===== src/rtl/router_pkt_tx.sv =====
// router_pkt_tx: packet source for a router input port.
//
// The host loads payload bytes into an internal FIFO and then pulses start
// with a destination and a length. The block sends a header byte
// {len,dest}, then len payload bytes popped from the FIFO, then a parity
// byte. The parity byte is the XOR of the header and every payload byte.
// After the parity byte it forces GAP_CYCLES idle cycles before it accepts
// the next start. While the router holds busy high, the byte on data_out is
// not consumed and is held.
//
// Ports
//   clock, reset    system clock; synchronous active-high reset
//   wr_en, wr_data  host write into the payload FIFO (dropped when full)
//   fifo_full       FIFO holds DEPTH bytes
//   fifo_count      number of bytes in the FIFO
//   start           1-cycle launch request; dest/len are sampled with it
//   dest, len       destination address and payload length (1..63)
//   start_err       1-cycle pulse: start rejected (len=0 or too few bytes)
//   busy            router stall; the current byte is held
//   data_out        byte to the router
//   pkt_valid       high for the header and payload bytes, low for parity
//   tx_active       high from the header through the end of the gap
//   done            1-cycle pulse when the parity byte is consumed
//
// Optional build macro PARITY_CORRUPT_EN adds the input corrupt_parity.
// It is sampled with start. When set, the parity byte of that packet is
// inverted so the router error path can be exercised.
module router_pkt_tx #(
  parameter int DEPTH      = 64,
  parameter int GAP_CYCLES = 2
) (
  input  logic       clock,
  input  logic       reset,
  input  logic       wr_en,
  input  logic [7:0] wr_data,
  output logic       fifo_full,
  output logic [6:0] fifo_count,
  input  logic       start,
  input  logic [1:0] dest,
  input  logic [5:0] len,
`ifdef PARITY_CORRUPT_EN
  input  logic       corrupt_parity,
`endif
  output logic       start_err,
  input  logic       busy,
  output logic [7:0] data_out,
  output logic       pkt_valid,
  output logic       tx_active,
  output logic       done
);

  localparam int AW    = $clog2(DEPTH);
  localparam int CNT_W = AW + 1;
  localparam int GW    = (GAP_CYCLES < 2) ? 1 : $clog2(GAP_CYCLES + 1);

  typedef enum logic [2:0] {IDLE, HEADER, PAYLOAD, PARITY, GAP} state_t;

  state_t state, state_n;

  logic [7:0]       mem [DEPTH];
  logic [AW-1:0]    wr_ptr, rd_ptr;
  logic [CNT_W-1:0] count, count_n;
  logic             wr, pop;

  logic [7:0]    data_n, parity_reg, parity_n;
  logic          pv_n, ta_n, done_n, err_n, start_ok;
  logic [5:0]    remaining, rem_n;
  logic [GW-1:0] gap_cnt, gap_n;
  logic          corrupt_q;

  function automatic logic [7:0] parity_byte(input logic [7:0] p, input logic inv);
    return inv ? ~p : p;
  endfunction

  // FIFO write side and occupancy; a pop is always backed by data because
  // a packet is only launched when all of its bytes are already queued.
  assign wr         = wr_en && !fifo_full;
  assign fifo_count = 7'(count);

  always_comb begin
    count_n = count;
    case ({wr, pop})
      2'b10:   count_n = count + CNT_W'(1);
      2'b01:   count_n = count - CNT_W'(1);
      default: count_n = count;
    endcase
  end

  always_ff @(posedge clock) begin
    if (wr) mem[wr_ptr] <= wr_data;
  end

  // Transmit FSM: next state and next registered outputs
  always_comb begin
    state_n  = state;
    data_n   = data_out;
    pv_n     = pkt_valid;
    ta_n     = tx_active;
    done_n   = 1'b0;
    err_n    = 1'b0;
    parity_n = parity_reg;
    rem_n    = remaining;
    gap_n    = gap_cnt;
    pop      = 1'b0;
    start_ok = (len != 6'd0) && (count >= CNT_W'(len));
    case (state)
      IDLE: begin
        if (start) begin
          if (start_ok) begin
            state_n  = HEADER;
            data_n   = {len, dest};
            pv_n     = 1'b1;
            ta_n     = 1'b1;
            parity_n = {len, dest};
            rem_n    = len;
          end else begin
            err_n = 1'b1;
          end
        end
      end
      HEADER, PAYLOAD: begin
        if (!busy) begin
          if (remaining != 6'd0) begin
            pop      = 1'b1;
            data_n   = mem[rd_ptr];
            parity_n = parity_reg ^ mem[rd_ptr];
            rem_n    = remaining - 6'd1;
            state_n  = PAYLOAD;
          end else begin
            state_n = PARITY;
            data_n  = parity_byte(parity_reg, corrupt_q);
            pv_n    = 1'b0;
          end
        end
      end
      PARITY: begin
        if (!busy) begin
          state_n = GAP;
          data_n  = 8'h00;
          done_n  = 1'b1;
          gap_n   = GW'(GAP_CYCLES);
        end
      end
      GAP: begin
        if (gap_cnt <= GW'(1)) begin
          state_n = IDLE;
          ta_n    = 1'b0;
          gap_n   = '0;
        end else begin
          gap_n = gap_cnt - GW'(1);
        end
      end
      default: state_n = IDLE;
    endcase
  end

  // Register stage: every output is a flop
  always_ff @(posedge clock) begin
    if (reset) begin
      state      <= IDLE;
      data_out   <= 8'h00;
      pkt_valid  <= 1'b0;
      tx_active  <= 1'b0;
      done       <= 1'b0;
      start_err  <= 1'b0;
      parity_reg <= 8'h00;
      remaining  <= 6'd0;
      gap_cnt    <= '0;
      wr_ptr     <= '0;
      rd_ptr     <= '0;
      count      <= '0;
      fifo_full  <= 1'b0;
    end else begin
      state      <= state_n;
      data_out   <= data_n;
      pkt_valid  <= pv_n;
      tx_active  <= ta_n;
      done       <= done_n;
      start_err  <= err_n;
      parity_reg <= parity_n;
      remaining  <= rem_n;
      gap_cnt    <= gap_n;
      count      <= count_n;
      fifo_full  <= (count_n == CNT_W'(DEPTH));
      if (wr)  wr_ptr <= wr_ptr + AW'(1);
      if (pop) rd_ptr <= rd_ptr + AW'(1);
    end
  end

`ifdef PARITY_CORRUPT_EN
  always_ff @(posedge clock) begin
    if (reset) begin
      corrupt_q <= 1'b0;
    end else if (state == IDLE && start && start_ok) begin
      corrupt_q <= corrupt_parity;
    end
  end
`else
  assign corrupt_q = 1'b0;
`endif

endmodule


===== config.mk =====
export PLATFORM = sky130hd
export DESIGN_NAME = router_pkt_tx
export DESIGN_NICKNAME = d
export VERILOG_FILES = /design/src/rtl/router_pkt_tx.sv
export SDC_FILE = /design/constraint.sdc
export NUM_CORES = 1
export LEC_CHECK = 0
export CAP_MARGIN = 25
export CORE_MARGIN = 2
export CORE_UTILIZATION = 65
export CTS_CLUSTER_SIZE = 10
export DETAILED_ROUTE_END_ITERATION = 10
export PLACE_DENSITY_LB_ADDON = 0.3
export SETUP_SLACK_MARGIN = 0.15
export SLEW_MARGIN = 20
export SYNTH_ARGS = -nofsm -noshare
export SYNTH_HDL_FRONTEND = slang
export SYNTH_SLANG_ARGS = --single-unit

===== constraint.sdc =====
create_clock -name clock -period 8.2 [get_ports clock]
set_input_delay 1.64 -clock clock [delete_from_list [all_inputs] [get_ports clock]]
set_output_delay 1.64 -clock clock [all_outputs]
set_load 0.1 [all_outputs]

==> impl_summary.log, run 1 <==
[metrics] number of distinct standard cells referenced by the synthesized netlist: 78
[metrics] type of the tightest min-delay check: reg2reg
[metrics] worst reg-to-reg setup slack: 4.27 ns
[metrics] destination of the critical timing path: fifo_full
[metrics] Top Ports: 41
[metrics] highest fanout seen on the critical path: 19
[metrics] Slew @ Worst Pin: 1.042 ns
[metrics] area growth from synthesis to final layout: 11.21%
[metrics] final clock period utilization by the worst path: 0.5461
[metrics] routability-driven placement congestion ratio: 0.8739
[metrics] capture point of the worst reg-to-reg path: fifo_full
[metrics] worst max-slew margin expressed relative to the limit: 0.3056
[metrics] Largest register FFs: 512
[metrics] WP depth: 11
[metrics] total count of hold-check failures in the final report: 0
[metrics] number of slew-limit violations in the final report: 0
[metrics] portion of synthesized cell area occupied by the leading cell type: 0.6652
[metrics] number of detailed-routing iterations run before antenna repair: 6
[metrics] average via count per standard cell: 6.837
[metrics] Max Fclk: 223.3 MHz
[metrics] starting DRC count in detailed routing: 1490
[metrics] library cell with the largest summed area after synthesis: edfxtp_1
[metrics] die span in y: 192.6 um
[metrics] TritonCTS buffer count: 67
[metrics] # clock sinks: 569
[metrics] kind of end point of the critical path: register
[metrics] number of DRC violations after detailed routing: 0
[metrics] nets@finish: 1420
[metrics] worst setup path startpoint: busy
[metrics] Mapped Nets: 1374
[metrics] number of hold buffers added after cts: 0
[metrics] VDD IR max: 0.0001556 V
[metrics] clock root buffer: clkbuf_16
[metrics] Post-DP HPWL: 30.28 mm
[metrics] category of cells accounting for the largest share of critical-path delay: compound AO/OA/AOI/OAI gates
[metrics] Synth area leaders: edfxtp_1, mux4_2, dfxtp_1
[metrics] Worst Reg-to-Reg Cells: 13
[metrics] RSZ-0062 raised after global routing: false
[metrics] CORE AREA: 0.03531 mm^2
[metrics] htree depth: 3
[metrics] buffers added on ports: 40
[metrics] count of standard-cell rows: 69
[metrics] PwrDens: 235.1 mW/mm^2
[metrics] TritonCTS clock tree: yes
[metrics] Clk pin slew, worst setup/hold paths: 0.05 ns
[metrics] number of global-route vias before repair: 12760
[metrics] ANT nets after route: 0
[metrics] post-synthesis average cell area: 17.22 um^2
[metrics] count of vias placed by the detailed router: 12850
[metrics] share of final-layout standard cells stronger than drive strength 1: 0.1664
[metrics] pin count of the biggest net entering global routing: 147
[metrics] Post-synth top flop: edfxtp_1
[metrics] GRT Total Usage: 0.2957
[metrics] final wirelength: 52.52 mm
[metrics] list of cells traversed by the critical path: clkdlybuf4s50_1, a2111o_1, inv_2, nand2_1, xnor2_1, ha_1, a2111oi_4, a32oi_1, o22ai_1, mux2_1, and4bb_1
[metrics] count of mapped cells out of synthesis: 1342
[metrics] crit path DAT: 4.93 ns
[metrics] list of most frequent post-synthesis cells: edfxtp_1, nor2_1, mux4_2, nand2_1, dfxtp_1
[metrics] final period demand of the worst path: 4.478 ns
[metrics] Critical Path Source Type: input pin
[metrics] share of the yosys chip area belonging to registers: 0.7145
[metrics] Worst Path Required: 8.66 ns
[metrics] global-route wire length before repair: 78.87 mm
[metrics] run status: finished, final reports clean
[metrics] PostCTS Resize Cnt: 0
[metrics] Netlist Area Pre-Place: 0.02311 mm^2
[metrics] delay of the slowest cell on the worst path: 0.66 ns
[metrics] final setup vio count: 0
[metrics] Setup TNS Final: 0 ns
[metrics] total gr overflow: 0
[metrics] antenna cells: 0
[metrics] Die Footprint: 0.03709 mm^2
[metrics] Skew-Pair Late Insertion Delay: 0.58 ns
[metrics] EDFF count, synth: 512
[metrics] effective utilization at floorplan: 0.6546
[metrics] total setup buffers inserted after CTS: 0
[metrics] static leakage: 7.814 nW
[metrics] clock tree buffer depth: 3
[metrics] Clock Skews: 0.02823 ns
[metrics] category of the most critical setup path: in2reg
[metrics] count of maximum capacitance violations: 0
[metrics] dominant cell by count in the synthesized netlist: edfxtp_1
[metrics] share of the core filled with cells: 0.7280
[metrics] post-detailed-route wirelength per cell: 27.95 um
[metrics] asr flop ratio synth: 0
[metrics] post-synthesis sequential element count: 569
[metrics] buffers and inverters on the worst path: 2
[metrics] antenna violations before repair: 0
[metrics] number of warnings issued by yosys: 0
[metrics] die width: 192.6 um
[metrics] Worst R2R Start: remaining[0]
[metrics] worst hold margin: 0.5015 ns
[metrics] cell with the biggest individual delay on the critical path: a2111o_1
[cell usage in the layout (no fill, tap or decap), drive strengths merged, types with 6 or more instances in the layout]
cell,n
ha,11
xnor2,6
a21oi,27
clkdlybuf4s50,31
a211oi,11
dfxtp,57
a22oi,17
or3,7
nand3,13
nor3,24
xor2,10
mux4,110
a31oi,16
o22ai,18
mux2,8
inv,16
nand2b,10
o31ai,7
mux2i,53
nor2b,9
nand4,6
o211ai,6
a221oi,14
buf,26
nand3b,6
o21ai,31
o32ai,7
or2,6
edfxtp,512
nand2,58
clkbuf,97
nor2,121
[worst register-to-register path, cell delays in order, from the launching register on]
cell and delay, ns:
dfxtp_1 0.33, inv_1 0.08, ha_1 0.19, nor3b_1 0.47
a2111o_1 0.68, inv_2 0.28, nand2_1 0.21, xnor2_1 0.09
ha_1 0.27, a2111oi_4 0.36, a32oi_1 0.09, o22ai_1 0.21
mux2_1 0.35, and4bb_1 0.19
[metrics by stage]
| step | instance area [um^2] | total power, W | std cells | setup WS [ns] |
|---|---|---|---|---|
| after floorplan | 23110 | 0.003364 | 1342 | 4.304 |
| after global placement | 23750 | 0.003447 | 1777 | 3.322 |
| after detailed placement | 23790 | 0.003457 | 1779 | 3.244 |
| after CTS | 25680 | 0.006058 | 1878 | 3.811 |
| after global routing | 25710 | 0.006193 | 1879 | 3.563 |
| final | 25710 | 0.006044 | 1879 | 3.722 |
[area by class of cell]
cell class              instances  area, um^2
clock buffers                  97        1874
clock inverters                 2       17.52
fillers                      2038        9604
inverters                      16       60.06
multi-input cells             677        6101
flip-flops and latches        569       16530
well taps                     461       576.8
repair buffers                 57       550.5
[kinds of logic after synthesis]
family / after synthesis / share of synthesized area
AOI/OAI and AO/OA: 187 / 0.05689
DFF: 569 / 0.7145
adders and majority gates: 11 / 0.005954
xor gates and xnor gates: 16 / 0.006062
buffers and inverters: 96 / 0.02154
muxes: 171 / 0.1340
and+or+nand+nor: 292 / 0.06100
[power breakdown]
| part | switching, W | internal [W] |
|---|---|---|
| Combinational | 0.000158 | 0.0000572 |
| Clock | 0.00108 | 0.00157 |
| Sequential | 0.0000135 | 0.00317 |
| Total | 0.00125 | 0.00480 |
[worst min path at each step]
stage	startpoint	endpoint	slack (ns)	cells past startpoint
after floorplan	remaining[1]	remaining[1]	0.46	2
after global placement	pkt_valid	pkt_valid	0.47	2
after detailed placement	pkt_valid	pkt_valid	0.48	2
after CTS	pkt_valid	pkt_valid	0.50	2
after global routing	rd_ptr[1]	rd_ptr[1]	0.53	2
final	remaining[3]	remaining[3]	0.50	2
[routing by layer]
metal | wire, um | part of all wire | GRT usage
met1 | 19920 | 0.38 | 0.4139
met2 | 25390 | 0.48 | 0.4575
met3 | 5118 | 0.097 | 0.06092
met4 | 2097 | 0.040 | 0.1315
met5 | 0 | 0 | 0
No activity file was read; power rests on OpenSTA's default activity.
==> inputs of run 2 (changes only) <==
Settings changed: CORE_UTILIZATION 65 to 56.
Clock period 8.2 ns to 4 ns, I/O delays scaled along.
==> run 2 against run 1 <==
Core utilization is 8.0 points lower. Die area is 16% higher. Sequential power is 100% higher. Sequential share of layout area is 1.9 points lower. Register-to-register slack worse by 3.6 ns. Setup slack worse by 3.0 ns. Wire length is 0.54% lower. Clock skew is 0.0018 ns lower.
==> impl_summary.log, run 2 (synthesis gave the netlist of run 1 again) <==
[metrics] Setup TNS Final: 0 ns (unchanged)
[metrics] share of final-layout standard cells stronger than drive strength 1: 0.2163 (was 0.1664)
[metrics] global-route layer with the greatest usage: met2 (unchanged)
[metrics] GRT Total Usage: 0.2482 (was 0.2957)
[metrics] post-detailed-route wirelength per cell: 25.73 um (was 27.95 um)
[metrics] sequential group share of total power: 0.526 (was 0.527)
[metrics] setup slack after layout: 0.6991 ns (was 3.722 ns)
[metrics] final wirelength: 52.23 mm (was 52.52 mm)
[metrics] final clock period utilization by the worst path: 0.8252
[metrics] Clock Skews: 0.02644 ns (was 0.02823 ns)
[metrics] clock tree buffer depth: 3 (unchanged)
[metrics] antenna violations before repair: 0 (unchanged)
[metrics] Int Power: 0.009855 W (was 0.004797 W)
[metrics] die span in y: 207.2 um (was 192.6 um)
[metrics] crit path DAT: 3.77 ns (was 4.93 ns)
[metrics] Skew-Pair Late Insertion Delay: 0.58 ns (about the same)
[metrics] combinational share of power: 0.036 (about the same)
[metrics] number of detailed-routing iterations run before antenna repair: 5 (was 6)
[metrics] number of cells on the worst hold path: 2 (unchanged)
[metrics] # clock sinks: 569 (unchanged)
[metrics] area growth from synthesis to final layout: 14.52% (was 11.21%)
[metrics] worst hold margin: 0.4885 ns (was 0.5015 ns)
[metrics] most used cells in the layout excluding fill and tap cells: edfxtp_1, nor2_1, mux4_2 (unchanged)
[metrics] fraction of met3 tracks used by global routing: 0.05913 (was 0.06092)
[metrics] global-route track usage on met1: 0.3424 (was 0.4139)
[metrics] CORE AREA: 0.04083 mm^2 (was 0.03531 mm^2)
[metrics] final period demand of the worst path: 3.301 ns
[metrics] PwrDens: 469.1 mW/mm^2 (was 235.1 mW/mm^2)
[metrics] Psw: 0.002562 W (was 0.001247 W)
[metrics] routability-driven placement congestion ratio: 0.8826 (was 0.8739)
[metrics] highest fanout seen on the critical path: 4 (was 19)
[metrics] static leakage: 8.280 nW (was 7.814 nW)
[metrics] Clk pin slew, worst setup/hold paths: 0.06 ns (was 0.05 ns)
[metrics] TritonCTS clock tree: yes (unchanged)
[metrics] global-route wire length before repair: 79.65 mm (was 78.87 mm)
[metrics] Largest register FFs: 512 (unchanged)
[metrics] htree depth: 3 (unchanged)
[metrics] Worst Path Required: 4.47 ns (was 8.66 ns)
[metrics] Max Fclk: 303.0 MHz
[metrics] worst max-slew margin expressed relative to the limit: 0.3469 (was 0.3056)
[metrics] starting DRC count in detailed routing: 1548 (was 1490)
[metrics] share of the core filled with cells: 0.6483 (was 0.7280)
[metrics] total count of hold-check failures in the final report: 0 (unchanged)
[metrics] buffers added on ports: 40 (unchanged)
[metrics] die width: 207.2 um (was 192.6 um)
[metrics] RSZ-0062 raised after global routing: false (unchanged)
[metrics] Worst Reg-to-Reg Cells: 14 (was 13)
[metrics] category of the most critical setup path: reg2reg (was in2reg)
[metrics] total gr overflow: 0 (unchanged)
[metrics] type of the tightest min-delay check: reg2reg (unchanged)
[metrics] VDD IR max: 0.0002997 V (was 0.0001556 V)
[metrics] Clock power frac: 0.437 (about the same)
[metrics] final setup vio count: 0 (unchanged)
[metrics] effective utilization at floorplan: 0.5661 (was 0.6546)
[metrics] kind of end point of the critical path: register (unchanged)
[metrics] Die Footprint: 0.04292 mm^2 (was 0.03709 mm^2)
[metrics] number of hold buffers added after cts: 0 (unchanged)
[metrics] Top Ports: 41 (unchanged)
[metrics] clock root buffer: clkbuf_16 (unchanged)
[metrics] number of slew-limit violations in the final report: 0 (unchanged)
[metrics] fillcell total: 2710 (was 2038)
[metrics] leading cell type in the layout, fill and taps excluded: edfxtp_1 (unchanged)
[metrics] ANT nets after route: 0 (unchanged)
[metrics] fraction of met2 tracks used by global routing: 0.3918 (was 0.4575)
[metrics] number of global-route vias before repair: 13040 (was 12760)
[metrics] total setup buffers inserted after CTS: 0 (unchanged)
[metrics] count of vias placed by the detailed router: 12880 (was 12850)
[metrics] worst setup slack before clock tree synthesis: 0.3517 ns (was 3.244 ns)
[metrics] Critical Path Source Type: register (was input pin)
[metrics] area occupied by registers: 0.01653 mm^2 (unchanged)
[metrics] number of DRC violations after detailed routing: 0 (unchanged)
[metrics] area of the multi-input gates: 0.006101 mm^2 (unchanged)
[metrics] average via count per standard cell: 6.347 (was 6.837)
[metrics] count of standard-cell rows: 74 (was 69)
[metrics] pin count of the biggest net entering global routing: 65 (was 147)
[metrics] nets@finish: 1505 (was 1420)
[metrics] TritonCTS buffer count: 67 (unchanged)
[metrics] net switching share of the total power: 0.2063 (about the same)
[metrics] count of maximum capacitance violations: 0 (unchanged)
[metrics] Post-DP HPWL: 33.24 mm (was 30.28 mm)
[metrics] run status: finished, final reports clean (unchanged)
[metrics] Slew @ Worst Pin: 0.9766 ns (was 1.042 ns)
[metrics] antenna cells: 0 (unchanged)
[metrics] PostCTS Resize Cnt: 0 (unchanged)
==> run 2: power groups by stage <==
stage	Clock, W	Combinational (W)	Sequential [W]
finish	0.00543	0.000452	0.00653
global route	0.00575	0.000485	0.00653
CTS	0.00551	0.000449	0.00653
detailed placement	0	0.000447	0.00665
global placement	0	0.000435	0.00665
floorplan	0	0.000174	0.00672
==> run 2: stage by stage <==
step                      area, um^2  power (W)  instances
final                          26470    0.01242       2030
after CTS                      26450    0.01249       2029
after detailed placement       24540   0.007101       1935
after floorplan                23110   0.006896       1342
after global routing           26470    0.01277       2030
after global placement         24520   0.007088       1934
==> run 2: final cells by class <==
class | count | area share
multi-input cells | 677 | 0.2305
inverters | 16 | 0.002269
repair buffers | 142 | 0.04575
well taps | 532 | 0.02515
clock inverters | 7 | 0.003498
flip-flops and latches | 569 | 0.6243
clock buffers | 87 | 0.06858
==> run 2: worst max-delay path: stages, from the launching register on <==
cell	delay, ns
dfxtp_1	0.36
inv_1	0.07
ha_1	0.22
nor3b_1	0.14
buf_4	0.15
a2111o_1	0.42
inv_2	0.08
nand2_1	0.11
xnor2_1	0.16
ha_1	0.27
a2111oi_4	0.36
a32oi_1	0.10
o22ai_1	0.22
mux2_1	0.36
and4bb_1	0.19
==> run 2: worst paths after layout <==
path | slack [ns] | end | from
max | 0.70 | fifo_full | remaining[0]
min reg2reg | 0.49 | pkt_valid | pkt_valid
min | 0.49 | pkt_valid | pkt_valid
max reg2reg | 0.70 | fifo_full | remaining[0]
==> run 2: routing by layer <==
metal,vias to the layer above,wire length (um)
met5,-,0
met4,0,1509
met3,97,4764
met2,637,25130
met1,6522,20830
li1,5628,-
